**src/rtl/otter_mem_pkg.sv**
```systemverilog
// Shared types and constants for the unified-memory arbiter.
package otter_mem_pkg;

  localparam int CNT_W = 4;

  typedef enum logic [0:0] {
    D_PRIO  = 1'b0,
    I_FORCE = 1'b1
  } arb_state_t;

  typedef struct packed {
    logic valid;
    logic is_data;
    logic is_write;
  } mem_tag_t;

endpackage

```
**src/rtl/otter_mem_arbiter_if.sv**
```systemverilog
// Bus bundle between the MCU requesters, the arbiter and the BRAM.
// slave: arbiter view. master: MCU/BRAM (environment) view.
interface otter_mem_arbiter_if #(
  parameter int ADDR_WIDTH = 32
);
  logic                  i_imem_req;
  logic [ADDR_WIDTH-1:0] i_imem_addr;
  logic                  o_imem_gnt;
  logic                  o_imem_rvalid;
  logic [31:0]           o_imem_rdata;

  logic                  i_dmem_req;
  logic                  i_dmem_we;
  logic [3:0]            i_dmem_sel;
  logic [ADDR_WIDTH-1:0] i_dmem_addr;
  logic [31:0]           i_dmem_wdata;
  logic                  o_dmem_gnt;
  logic                  o_dmem_rvalid;
  logic [31:0]           o_dmem_rdata;

  logic                  o_mem_en;
  logic [3:0]            o_mem_we;
  logic [ADDR_WIDTH-1:0] o_mem_addr;
  logic [31:0]           o_mem_wdata;
  logic [31:0]           i_mem_rdata;

  modport slave (
    input  i_imem_req, i_imem_addr,
    output o_imem_gnt, o_imem_rvalid, o_imem_rdata,
    input  i_dmem_req, i_dmem_we, i_dmem_sel, i_dmem_addr, i_dmem_wdata,
    output o_dmem_gnt, o_dmem_rvalid, o_dmem_rdata,
    output o_mem_en, o_mem_we, o_mem_addr, o_mem_wdata,
    input  i_mem_rdata
  );

  modport master (
    output i_imem_req, i_imem_addr,
    input  o_imem_gnt, o_imem_rvalid, o_imem_rdata,
    output i_dmem_req, i_dmem_we, i_dmem_sel, i_dmem_addr, i_dmem_wdata,
    input  o_dmem_gnt, o_dmem_rvalid, o_dmem_rdata,
    input  o_mem_en, o_mem_we, o_mem_addr, o_mem_wdata,
    output i_mem_rdata
  );

endinterface

```
**src/rtl/otter_mem_tag_pipe.sv**
```systemverilog
// Tag shift register that follows each BRAM access through the read
// latency so the response can be steered back to its requester.
module otter_mem_tag_pipe
  import otter_mem_pkg::*;
#(
  parameter int MEM_LAT = 2
) (
  input  logic     i_clk,
  input  logic     i_rst,
  input  mem_tag_t i_load,
  output mem_tag_t o_tail
);

  mem_tag_t stage_q [MEM_LAT];

  // Load stage 0 every cycle (invalid when idle) and shift the rest.
  always_ff @(posedge i_clk or posedge i_rst) begin
    if (i_rst) begin
      for (int i = 0; i < MEM_LAT; i++) stage_q[i] <= '0;
    end else begin
      stage_q[0] <= i_load;
      for (int i = 1; i < MEM_LAT; i++) stage_q[i] <= stage_q[i-1];
    end
  end

  assign o_tail = stage_q[MEM_LAT-1];

endmodule

```
**src/rtl/otter_mem_arbiter.sv**
```systemverilog
// Arbiter sharing the single-port unified BRAM between instruction fetch
// and data accesses. Data wins conflicts until the instruction port has
// lost MAX_WAIT cycles in a row, then the instruction port is forced once.
//
// state   | meaning
// D_PRIO  | data port wins a conflict
// I_FORCE | instruction port wins a conflict (starvation relief)
module otter_mem_arbiter
  import otter_mem_pkg::*;
#(
  parameter int ADDR_WIDTH = 32,
  parameter int MEM_LAT    = 2,
  parameter int MAX_WAIT   = 4
) (
  input logic                 i_clk,
  input logic                 i_rst,
  otter_mem_arbiter_if.slave  bus
);

  localparam logic [CNT_W-1:0] MAX_WAIT_C = CNT_W'(MAX_WAIT);

  arb_state_t       state_q;
  logic [CNT_W-1:0] cnt_q, cnt_d;
  logic             imem_gnt, dmem_gnt;
  mem_tag_t         tag_load, tag_tail;

  // Grants are gated by reset so nothing reaches the BRAM while held in reset.
  always_comb begin
    imem_gnt = !i_rst && bus.i_imem_req && (!bus.i_dmem_req || state_q == I_FORCE);
    dmem_gnt = !i_rst && bus.i_dmem_req && !(bus.i_imem_req && state_q == I_FORCE);
  end

  // Consecutive-loss counter for the instruction port; saturates.
  always_comb begin
    cnt_d = cnt_q;
    if (!bus.i_imem_req || imem_gnt) cnt_d = '0;
    else if (cnt_q != '1)            cnt_d = cnt_q + 1'b1;
  end

  // Arbitration FSM; the switch uses the next count so the instruction port
  // wins on the cycle right after its MAX_WAIT-th loss.
  always_ff @(posedge i_clk or posedge i_rst) begin
    if (i_rst) begin
      state_q <= D_PRIO;
      cnt_q   <= '0;
    end else begin
      cnt_q <= cnt_d;
      case (state_q)
        D_PRIO:  if (cnt_d >= MAX_WAIT_C) state_q <= I_FORCE;
        I_FORCE: if (imem_gnt)            state_q <= D_PRIO;
      endcase
    end
  end

  // Issue path to the BRAM, combinational from the winner.
  always_comb begin
    bus.o_imem_gnt  = imem_gnt;
    bus.o_dmem_gnt  = dmem_gnt;
    bus.o_mem_en    = imem_gnt | dmem_gnt;
    bus.o_mem_we    = (dmem_gnt && bus.i_dmem_we) ? bus.i_dmem_sel : 4'b0000;
    bus.o_mem_addr  = dmem_gnt ? bus.i_dmem_addr :
                      (imem_gnt ? bus.i_imem_addr : '0);
    bus.o_mem_wdata = dmem_gnt ? bus.i_dmem_wdata : 32'h0;
  end

  // Tag describing this cycle's issue (all-zero when nothing is issued).
  always_comb begin
    tag_load.valid    = imem_gnt | dmem_gnt;
    tag_load.is_data  = dmem_gnt;
    tag_load.is_write = dmem_gnt & bus.i_dmem_we;
  end

  otter_mem_tag_pipe #(.MEM_LAT(MEM_LAT)) u_tag_pipe (
    .i_clk  (i_clk),
    .i_rst  (i_rst),
    .i_load (tag_load),
    .o_tail (tag_tail)
  );

  // Response steering from the retiring tag; write completions carry no data.
  always_comb begin
    bus.o_imem_rvalid = tag_tail.valid & !tag_tail.is_data;
    bus.o_dmem_rvalid = tag_tail.valid &  tag_tail.is_data;
    bus.o_imem_rdata  = bus.o_imem_rvalid ? bus.i_mem_rdata : 32'h0;
    bus.o_dmem_rdata  = (bus.o_dmem_rvalid && !tag_tail.is_write) ? bus.i_mem_rdata : 32'h0;
  end

endmodule

```
**src/flat_wrapper.sv**
```systemverilog
// flat-port wrapper written by rule: the top's interface ports become plain ports
module otter_mem_arbiter_flat import otter_mem_pkg::*;
#(
  parameter int ADDR_WIDTH = 32,
  parameter int MEM_LAT    = 2,
  parameter int MAX_WAIT   = 4
)
  (i_clk, i_rst, bus_i_imem_req, bus_i_imem_addr, bus_o_imem_gnt, bus_o_imem_rvalid, bus_o_imem_rdata, bus_i_dmem_req, bus_i_dmem_we, bus_i_dmem_sel, bus_i_dmem_addr, bus_i_dmem_wdata, bus_o_dmem_gnt, bus_o_dmem_rvalid, bus_o_dmem_rdata, bus_o_mem_en, bus_o_mem_we, bus_o_mem_addr, bus_o_mem_wdata, bus_i_mem_rdata);
  otter_mem_arbiter_if #(.ADDR_WIDTH(ADDR_WIDTH)) bus_i ();
  input logic i_clk;
  input logic i_rst;
  input wire logic [$bits(bus_i.i_imem_req)-1:0] bus_i_imem_req;
  input wire logic [$bits(bus_i.i_imem_addr)-1:0] bus_i_imem_addr;
  output wire logic [$bits(bus_i.o_imem_gnt)-1:0] bus_o_imem_gnt;
  output wire logic [$bits(bus_i.o_imem_rvalid)-1:0] bus_o_imem_rvalid;
  output wire logic [$bits(bus_i.o_imem_rdata)-1:0] bus_o_imem_rdata;
  input wire logic [$bits(bus_i.i_dmem_req)-1:0] bus_i_dmem_req;
  input wire logic [$bits(bus_i.i_dmem_we)-1:0] bus_i_dmem_we;
  input wire logic [$bits(bus_i.i_dmem_sel)-1:0] bus_i_dmem_sel;
  input wire logic [$bits(bus_i.i_dmem_addr)-1:0] bus_i_dmem_addr;
  input wire logic [$bits(bus_i.i_dmem_wdata)-1:0] bus_i_dmem_wdata;
  output wire logic [$bits(bus_i.o_dmem_gnt)-1:0] bus_o_dmem_gnt;
  output wire logic [$bits(bus_i.o_dmem_rvalid)-1:0] bus_o_dmem_rvalid;
  output wire logic [$bits(bus_i.o_dmem_rdata)-1:0] bus_o_dmem_rdata;
  output wire logic [$bits(bus_i.o_mem_en)-1:0] bus_o_mem_en;
  output wire logic [$bits(bus_i.o_mem_we)-1:0] bus_o_mem_we;
  output wire logic [$bits(bus_i.o_mem_addr)-1:0] bus_o_mem_addr;
  output wire logic [$bits(bus_i.o_mem_wdata)-1:0] bus_o_mem_wdata;
  input wire logic [$bits(bus_i.i_mem_rdata)-1:0] bus_i_mem_rdata;
  assign bus_i.i_imem_req = bus_i_imem_req;
  assign bus_i.i_imem_addr = bus_i_imem_addr;
  assign bus_o_imem_gnt = bus_i.o_imem_gnt;
  assign bus_o_imem_rvalid = bus_i.o_imem_rvalid;
  assign bus_o_imem_rdata = bus_i.o_imem_rdata;
  assign bus_i.i_dmem_req = bus_i_dmem_req;
  assign bus_i.i_dmem_we = bus_i_dmem_we;
  assign bus_i.i_dmem_sel = bus_i_dmem_sel;
  assign bus_i.i_dmem_addr = bus_i_dmem_addr;
  assign bus_i.i_dmem_wdata = bus_i_dmem_wdata;
  assign bus_o_dmem_gnt = bus_i.o_dmem_gnt;
  assign bus_o_dmem_rvalid = bus_i.o_dmem_rvalid;
  assign bus_o_dmem_rdata = bus_i.o_dmem_rdata;
  assign bus_o_mem_en = bus_i.o_mem_en;
  assign bus_o_mem_we = bus_i.o_mem_we;
  assign bus_o_mem_addr = bus_i.o_mem_addr;
  assign bus_o_mem_wdata = bus_i.o_mem_wdata;
  assign bus_i.i_mem_rdata = bus_i_mem_rdata;
  otter_mem_arbiter #(.ADDR_WIDTH(ADDR_WIDTH), .MEM_LAT(MEM_LAT), .MAX_WAIT(MAX_WAIT)) u_core (.i_clk(i_clk), .i_rst(i_rst), .bus(bus_i));
endmodule
```
**config.mk**
```make
export PLATFORM = sky130hd
export DESIGN_NAME = otter_mem_arbiter_flat
export DESIGN_NICKNAME = d
export VERILOG_FILES = /design/src/rtl/otter_mem_pkg.sv /design/src/rtl/otter_mem_arbiter_if.sv /design/src/rtl/otter_mem_tag_pipe.sv /design/src/rtl/otter_mem_arbiter.sv /design/src/flat_wrapper.sv
export SDC_FILE = /design/constraint.sdc
export NUM_CORES = 1
export LEC_CHECK = 0
export CORE_AREA = 2 2 108 110
export DETAILED_ROUTE_END_ITERATION = 8
export DIE_AREA = 0 0 110 112
export RECOVER_POWER = 100
export REMOVE_ABC_BUFFERS = 1
export SYNTH_ARGS = -nofsm -noshare
export SYNTH_HDL_FRONTEND = slang
export SYNTH_SLANG_ARGS = --single-unit
```
**constraint.sdc**
```tcl
create_clock -name i_clk -period 1.7 [get_ports i_clk]
set_clock_uncertainty 0.15 [all_clocks]
set_input_delay 0.17 -clock i_clk [delete_from_list [all_inputs] [get_ports i_clk]]
set_output_delay 0.17 -clock i_clk [all_outputs]
set_load 0.05 [all_outputs]
```
Yosys cells after proc, flatten, opt, wreduce, memory -nomap -nowiden
Cells that the tools add are included.
Word-level totals
  bits in registers: 11
  input port bits: 137
  output and inout bits: 137
  logic and storage cells: 42
Operators by class
  add/sub/neg operators: 1
  order comparisons: 1
  eq/ne operators: 1
  multiplexer cells: 11
  bitwise operators: 5
  reduce and logical (&&, ||, !) cells: 15
Operators with widths (count)
  32-bit two-way mux: 5
  4-bit two-way mux: 3
  1-bit logical AND: 7
  1-bit logical NOT: 6
  4-bit by 1-bit adder with 4-bit output, second input constant: 1
  4-bit by 3-bit greater-or-equal comparator with 1-bit output, second input constant: 1
  4-bit != test, second input constant: 1
  1-bit bitwise AND: 3
  1-bit logical OR: 2
  1-bit two-way mux: 2
  1-bit one-hot mux with 2 select lines: 1
  1-bit NOT: 1
  1-bit bitwise OR: 1

Longest topological paths before layout
Gate-level depths: netlist (run 1).
  word-level depth: 8
  depth in mapped cells: 5

Hierarchy
Synthesis (run 1) repeated with hierarchy kept, for this count alone.
Unflattened totals
  cells, all modules: 193
  area total of the unflattened synthesis: 1517.7 um^2
By module, submodules not included
  otter_mem_arbiter: times used 1, cells an instance 183, area each 1341.3 um^2
  otter_mem_tag_pipe: times used 1, cells an instance 10, area each 176.4 um^2

Worst setup path after synthesis (run 1)
Ideal clock, no wire load.
  path kind: register to output
  start point: register u_core.u_tag_pipe.stage_q (netlist bit u_core.u_tag_pipe.o_tail[1])
  end point: output port bus_o_imem_rdata[22]
  arrival time: 1692 ps
  setup slack: -312 ps
  stages on the path, launching flop included: 4
  buffers on the path: 1
  cell sequence: dfrtp_1 > nor2b_1 > clkbuf_1 > and2_1
Between the ends
  word-level cells in the longest chain between the ends: 3
RTL lines
  start, declared: line otter_mem_tag_pipe.sv:14  | mem_tag_t stage_q [MEM_LAT];
  1-bit logical NOT: line otter_mem_arbiter.sv:82  | bus.o_imem_rvalid = tag_tail.valid & !tag_tail.is_data;
  1-bit bitwise AND: line otter_mem_arbiter.sv:82
  via bus_o_imem_rvalid: line flat_wrapper.sv:15  | output wire logic [$bits(bus_i.o_imem_rvalid)-1:0] bus_o_imem_rvalid;
  32-bit two-way mux: line otter_mem_arbiter.sv:84  | bus.o_imem_rdata = bus.o_imem_rvalid ? bus.i_mem_rdata : 32'h0;
  end, declared: line flat_wrapper.sv:16  | output wire logic [$bits(bus_i.o_imem_rdata)-1:0] bus_o_imem_rdata;
The timed path passes the listed nets, and every way through them passes these cells.

Worst setup path after layout (run 1)
  start point: input port bus_i_dmem_req
  end point: output port bus_o_mem_addr[6]
Between the ends
  word-level cells in the longest chain between the ends: 5
RTL lines
  start, declared: line flat_wrapper.sv:17  | input wire logic [$bits(bus_i.i_dmem_req)-1:0] bus_i_dmem_req;
  1-bit logical NOT: line otter_mem_arbiter.sv:29  | imem_gnt = !i_rst && bus.i_imem_req && (!bus.i_dmem_req || state_q == I_FORCE);
  1-bit logical OR: line otter_mem_arbiter.sv:29
  1-bit logical AND: line otter_mem_arbiter.sv:29
  32-bit two-way mux: line otter_mem_arbiter.sv:62  | (imem_gnt ? bus.i_imem_addr : '0);
  32-bit two-way mux *: line otter_mem_arbiter.sv:61  | bus.o_mem_addr = dmem_gnt ? bus.i_dmem_addr :
  end, declared: line flat_wrapper.sv:27  | output wire logic [$bits(bus_i.o_mem_addr)-1:0] bus_o_mem_addr;
Mark *: on every way between the ends. The rest lies on a longest branch, timed or not.

==> results.md, run 1 <==
- DP Area: 0.00579 mm2
- PnR worst setup slack: -272 ps
- H-tree lvl count: 1
- Area delta synth->final: 342%
- Largest net degree at the start of global routing: 34
- Xor/xnor share of the synthesized area: 0.580%
- Mapped Cells: 189
- Layout cells sized above 1: 58.2%
- GPL Wtd Cong: 0.864
- Starting density of the core: 13.5%
- Crit-path max cell delay: 430 ps
- Met2 track demand over resource: 35.4%
- Die H: 112 um
- Worst-path fanout max: 9
- # nets final: 620
- Power after layout: 2890 uW
- Most common cell after layout, fill and taps aside: buf_12
- Slowest-stage cell, CP: clkdlybuf4s50_1
- Synth Warn #: 0
- Vias in the first global route: 2827
- Core area: 0.0112 mm2
- Crit-path most repeated cell: buf_12
- Io pins: 274
- Final setup viols: 103
- Seq/Total Area, Yosys: 18.2%
- Final ANT Viol Nets: 0
- # fillers: 870
- Buffer depth of the longest clock path: 2
- Met1 usage: 17.4%
- CTS sink cnt: 11
- Power per cell area: 433 mW/mm2
- Req. time, crit path: 1380 ps
- Post-route cell area: 0.00667 mm2
- Pins Over Slew Limit: 0
- Failing checks: negative setup slack
- Routed vias: 2624
- Synth Cell Area: 0.00151 mm2
- Skew-Pair Late Insertion Delay: 240 ps
- Final cell utilization of the core: 59.7%
- Drt total wl: 12100 um
- WS Path Type: input pin to output port
- First-pass GRT wire length: 16700 um
- HP Class: flop to flop
- Row cnt: 39
- Root Driver: clkbuf_16
- Status: finished, violations left
- TritonCTS clock tree: done
- Main combinational cell family by area after synthesis: simple AND/OR/NAND/NOR gates
- Tmin final: 1970 ps
- Initial antenna violation count: 1
- GR peak layer: met2
- DRC errors left: 0
- Chip width: 110 um
- Critical-path cell list: clkdlybuf4s50_1 > nor2b_2 > nor3b_4 > buf_12 > clkbuf_16 > a22o_1 > buf_12
- # port buffers: 273
- Cell leakage power: 0.00284 uW
- N_diodes: 0
- Mux share of post-synthesis cell area: 0.663%
- Compound-Gate Fraction of Synth Area: 22.0%
- Unrepaired setup endpoints after global routing: yes
- WL per Instance: 19.4 um
- Crit end category: output port
- Critical Path Source Type: input pin
- Pre-CTS setup slack: -294 ps
- Post-DP HPWL: 9310 um
- Die Footprint: 0.0123 mm2
- Max Cap Viol: 0
- Least-Margin Pin Slew: 601 ps
- Met3 Use GR: 6.50%
- R2R Setup Slk: 110 ps
- Slew margin rel.: 60.0%
- Number of DRC markers in iteration 0: 105
- CP arrival: 1650 ps
- DRT Pass-1 Iters: 4
- Worst vdd ir: 288 uV
- Post-Synth Adder-Cell Area: 0.829%
- Fmax: 0.507 GHz
- Global route overflow: 0
- Final hold vios: 0
- Vias per cell: 4.21
- Post-Synth Simple-Gate Area: 49.2%
- Post-Syn Area per Cell: 7.98 um2
- CTS Buf Count: 3
- CTS clk-pin slew, worst paths: 40 ps
- Post-synth cell types: 25
- Most frequent cells in the layout: buf_12 (147), clkdlybuf4s50_1 (134), and2_4 (81)
- Crit share post-route: 116%
- Synthesized flop and latch total: 11
- GRT Util Overall: 18.3%
[critical path, delay by kind of cell]
kind / cells / cell delay (ps)
buffers and inverters: 4 / 880
AND/OR/NAND/NOR: 2 / 410
AO/OA/AOI/OAI: 1 / 170
[per-layer routing]
metal,up-vias,routed length (um)
met5,-,13
met4,2,351
met2,189,6470
met3,23,1400
li1,1219,-
met1,1191,3860
[state kept, by name, indices dropped and copies added, names as in the netlist]
register                   cells
u_core.u_tag_pipe.o_tail       3
u_core.cnt_q                   4
u_core.u_tag_pipe.stage_q      3
u_core.state_q                 1
[logic make-up after synthesis]
logic type	Yosys count
buffers and inverters	18
flip-flops	11
XOR/XNOR	1
AND/OR/NAND/NOR	120
adder cells (fa/ha/maj)	1
AO/OA/AOI/OAI	37
multiplexers	1
[per-stage QoR]
stage | cells | hold WS, ps | setup TNS, ps
after floorplan | 172 | -185 | -119330
after CTS | 621 | 195 | -16260
final | 624 | 195 | -16180
after global routing | 624 | 203 | -21690
after detailed placement | 597 | 186 | -18170
after global placement | 597 | 184 | -16010
[report_power, final]
part	switching [uW]	internal, uW	total [uW]
combinational	991	1190	2180
sequential	8.61	278	286
clock	116	311	428
[synthesized netlist by cell type]
| library cell | number | area [um2] |
|---|---|---|
| clkbuf_1 | 8 | 30.0 |
| buf_2 | 1 | 5.00 |
| a311oi_1 | 1 | 8.76 |
| a22o_4 | 2 | 35.0 |
| mux2i_1 | 1 | 10.0 |
| a21oi_1 | 1 | 5.00 |
| dfrtp_1 | 11 | 275 |
| a22o_1 | 30 | 263 |
| o21ai_0 | 1 | 5.00 |
| a211oi_1 | 1 | 7.51 |
| nor2b_1 | 3 | 18.8 |
| ha_1 | 1 | 12.5 |
| and2_1 | 99 | 619 |
| o21bai_1 | 1 | 7.51 |
| nand2_1 | 2 | 7.51 |
| and3_1 | 5 | 31.3 |
| nor3b_4 | 1 | 18.8 |
| inv_2 | 1 | 3.75 |
| xnor2_1 | 1 | 8.76 |
| nand3_1 | 1 | 5.00 |
| nor3_1 | 1 | 5.00 |
| and2b_1 | 1 | 7.51 |
| nor2_1 | 6 | 22.5 |
| or2_2 | 1 | 6.26 |
| buf_6 | 8 | 90.1 |
[timing repair]
| action | in CTS | in global routing |
|---|---|---|
| gates resized for setup | 95 | 34 |
| pin swaps | 44 | 18 |
| endpoints found under the setup margin | 115 | 106 |
| endpoints found under the hold margin | 11 | 0 |
| hold buffers | 1 | 0 |
| buffers inserted | 10 | 3 |
| gates cloned | 9 | 3 |
[layout make-up]
type,count,area (um2),share of cell area [%]
sequential,11,275,4.12
tap,143,179,2.68
timing repair buffer,305,4660,69.8
inverter,1,3.75,0.0562
multi-input combinational,160,1480,22.1
clock buffer,3,75.1,1.12
clock inverter,1,5.00,0.0750
[final timing paths]
kind                                                    from                      endpoint  depth (start not counted)
min in group asynchronous                              i_rst   u_core.u_tag_pipe.o_tail[1]                          4
worst min-delay path            u_core.u_tag_pipe.stage_q[3]   u_core.u_tag_pipe.o_tail[0]                          0
worst max-delay path                          bus_i_dmem_req             bus_o_mem_addr[6]                          7
worst min register to register  u_core.u_tag_pipe.stage_q[3]   u_core.u_tag_pipe.o_tail[0]                          0
max in group asynchronous                              i_rst               u_core.cnt_q[3]                          4
worst max register to register                u_core.state_q  u_core.u_tag_pipe.stage_q[3]                          7
(Power assumes the default switching activity.)
==> inputs of run 2 (changes only) <==
- CTS_CLUSTER_DIAMETER: unset -> 30
==> results of run 2 <==
Final layout, timing and power as in run 1 (identical DEF).
==> inputs of run 3 (changes only) <==
- CAP_MARGIN: unset -> 10
- SETUP_SLACK_MARGIN: unset -> 0.02
- clock period: 1.7 -> 2.2 ns (I/O delays scaled with it)
==> results.md, run 3 (synthesis results as in run 1) <==
- Largest net degree at the start of global routing: 46 (was 34)
- R2r worst-path depth: 3 (was 7)
- Crit. Startpoint: i_rst (was bus_i_dmem_req)
- DRC errors left: 0 (unchanged)
- Max FFs per register: 4 (unchanged)
- Vias in the first global route: 2464 (was 2827)
- Least-Margin Pin Slew: 602 ps (was 601 ps)
- Die Footprint: 0.0123 mm2 (unchanged)
- Reg2reg end: u_core.cnt_q[3] (was u_core.u_tag_pipe.stage_q[3])
- Final setup viols: 0 (was 103)
- # port buffers: 273 (unchanged)
- # fillers: 1031 (was 870)
- Initial antenna violation count: 0 (was 1)
- Chip width: 110 um (unchanged)
- Setup crit end: bus_o_mem_addr[28] (was bus_o_mem_addr[6])
- Post-DP HPWL: 8990 um (was 9310 um)
- Net Sw Frac: 40.7% (was 38.6%)
- Buffer depth of the longest clock path: 2 (unchanged)
- Switching pwr: 762 uW (was 1120 uW)
- Crit end category: output port (unchanged)
- First-pass GRT wire length: 13900 um (was 16700 um)
- Io pins: 274 (unchanged)
- Vias per cell: 4.09 (was 4.21)
- Pre-CTS setup slack: 120 ps (was -294 ps)
- Die H: 112 um (unchanged)
- Int Power: 1110 uW (was 1770 uW)
- CTS Buf Count: 3 (unchanged)
- HP Class: flop to flop (unchanged)
- Worst-path fanout max: 14 (was 9)
- Met1 usage: 14.0% (was 17.4%)
- Clk pwr share: 17.0% (was 14.8%)
- WS Path Type: input pin to output port (unchanged)
- N_diodes: 0 (unchanged)
- Met2 track demand over resource: 28.3% (was 35.4%)
- Tmin final: 2130 ps
- Worst hold margin: 193 ps (was 195 ps)
- Pins Over Slew Limit: 0 (unchanged)
- Comb power frac: 71.2% (was 75.3%)
- CP arrival: 1760 ps (was 1650 ps)
- PnR worst setup slack: 66.9 ps (was -272 ps)
- Layout cells sized above 1: 33.0% (was 58.2%)
- Critical Path Source Type: input pin (unchanged)
- Reg2reg start: u_core.state_q (unchanged)
- Routed vias: 2455 (was 2624)
- Met3 Use GR: 6.79% (was 6.50%)
- DRT Pass-1 Iters: 4 (unchanged)
- Core area: 0.0112 mm2 (unchanged)
- GPL Wtd Cong: 0.919 (was 0.864)
- Flop pwr share: 11.8% (was 9.9%)
- Unrepaired setup endpoints after global routing: no (was yes)
- GRT Util Overall: 14.9% (was 18.3%)
- Starting density of the core: 13.5% (unchanged)
- Global route overflow: 0 (unchanged)
- CTS clk-pin slew, worst paths: 40 ps (about the same)
- Power per cell area: 346 mW/mm2 (was 433 mW/mm2)
- Crit share post-route: 97.0%
- CTS sink cnt: 11 (unchanged)
- Number of DRC markers in iteration 0: 115 (was 105)
- Most common cell after layout, fill and taps aside: clkdlybuf4s50_1 (was buf_12)
- Status: complete, no violations (was finished, violations left)
- Req. time, crit path: 1830 ps (was 1380 ps)
- Row cnt: 39 (unchanged)
- Max Cap Viol: 0 (unchanged)
- Cell leakage power: 0.00221 uW (was 0.00284 uW)
- Reg area: 275 um2 (unchanged)
- Drt total wl: 9880 um (was 12100 um)
- Fmax: 0.469 GHz
- # nets final: 596 (was 620)
- Final hold vios: 0 (unchanged)
- Multi-input gate area: 0.00109 mm2 (was 0.00148 mm2)
- GR peak layer: met2 (unchanged)
- R2R Setup Slk: 800 ps (was 110 ps)
- Reg with most FFs: u_core.cnt_q (unchanged)
- Skew-Pair Late Insertion Delay: 230 ps (was 240 ps)
- Area delta synth->final: 259% (was 342%)
- TritonCTS clock tree: done (unchanged)
- Most frequent cells in the layout: clkdlybuf4s50_1 (136), buf_12 (109), and2_0 (93) (was buf_12 (147), clkdlybuf4s50_1 (134), and2_4 (81))
- Worst vdd ir: 213 uV (was 288 uV)
- Root Driver: clkbuf_16 (unchanged)
- WL per Instance: 16.5 um (was 19.4 um)
- Final ANT Viol Nets: 0 (unchanged)
- Slew margin rel.: 59.9% (was 60.0%)
- H-tree lvl count: 1 (unchanged)
-- run 3: changes by cell type in the layout (fill, tap and decap cells not counted), sizes merged --
cell,before,now
buf,165,121
clkbuf,6,27
clkdlybuf4s50,134,136
dlygate4sd2,2,0
inv,1,0
-- run 3: power by group through the flow --
stage / logic, uW / registers (uW) / clock network [uW]
5_1_grt: 1390 / 222 / 341
3_3_place_gp: 1450 / 223 / 0
4_1_cts: 1460 / 221 / 324
6_report: 1330 / 221 / 318
2_1_floorplan: 585 / 222 / 0
3_5_place_dp: 1460 / 224 / 0
-- run 3: area by class of cell --
| class | instances | share of cell area [%] |
|---|---|---|
| timing repair buffer | 281 | 70.0 |
| tap | 143 | 3.30 |
| multi-input combinational | 160 | 20.1 |
| sequential | 11 | 5.08 |
| inverter | 1 | 0.0692 |
| clock buffer | 4 | 1.45 |
-- run 3: worst min-delay path by stage --
stage | from | to | slack, ps | cells past startpoint
3_5_place_dp | u_core.u_tag_pipe.stage_q[4] | u_core.u_tag_pipe.o_tail[1] | 180 | 0
4_1_cts | u_core.u_tag_pipe.stage_q[4] | u_core.u_tag_pipe.o_tail[1] | 190 | 0
5_1_grt | u_core.u_tag_pipe.stage_q[3] | u_core.u_tag_pipe.o_tail[0] | 200 | 0
6_report | u_core.u_tag_pipe.stage_q[4] | u_core.u_tag_pipe.o_tail[1] | 190 | 0
3_3_place_gp | u_core.u_tag_pipe.stage_q[4] | u_core.u_tag_pipe.o_tail[1] | 180 | 0
2_1_floorplan | i_rst | u_core.cnt_q[0] | -140 | 1
-- run 3: worst max-delay path, stage by stage --
cell,delay (ps)
clkdlybuf4s50_1,550
clkinv_1,100
and3_2,240
buf_4,200
a22o_1,240
clkbuf_4,210
-- run 3: timing repair --
action	in CTS	in global routing
setup buffers	0	0
resized for setup	1	0
hold buffers	0	0
setup endpoints to repair	32	0
endpoints found under the hold margin	0	0
-- run 3: metrics by stage --
stage	instances	instance area [um2]	utilization [%]	total power [uW]	setup TNS, ps
floorplan	172	1380	-	807	-59660
global placement	596	5730	51.3	1680	0
detailed placement	596	5730	51.3	1680	0
CTS	600	5810	52.0	2010	0
global route	600	5420	48.5	1950	0
finish	600	5420	48.5	1870	0
-- run 3: routing by layer --
layer | up-vias | part of all wire [%]
li1 | 1174 | -
met5 | - | 0
met1 | 1095 | 30
met3 | 10 | 15
met2 | 176 | 53
met4 | 0 | 1.4
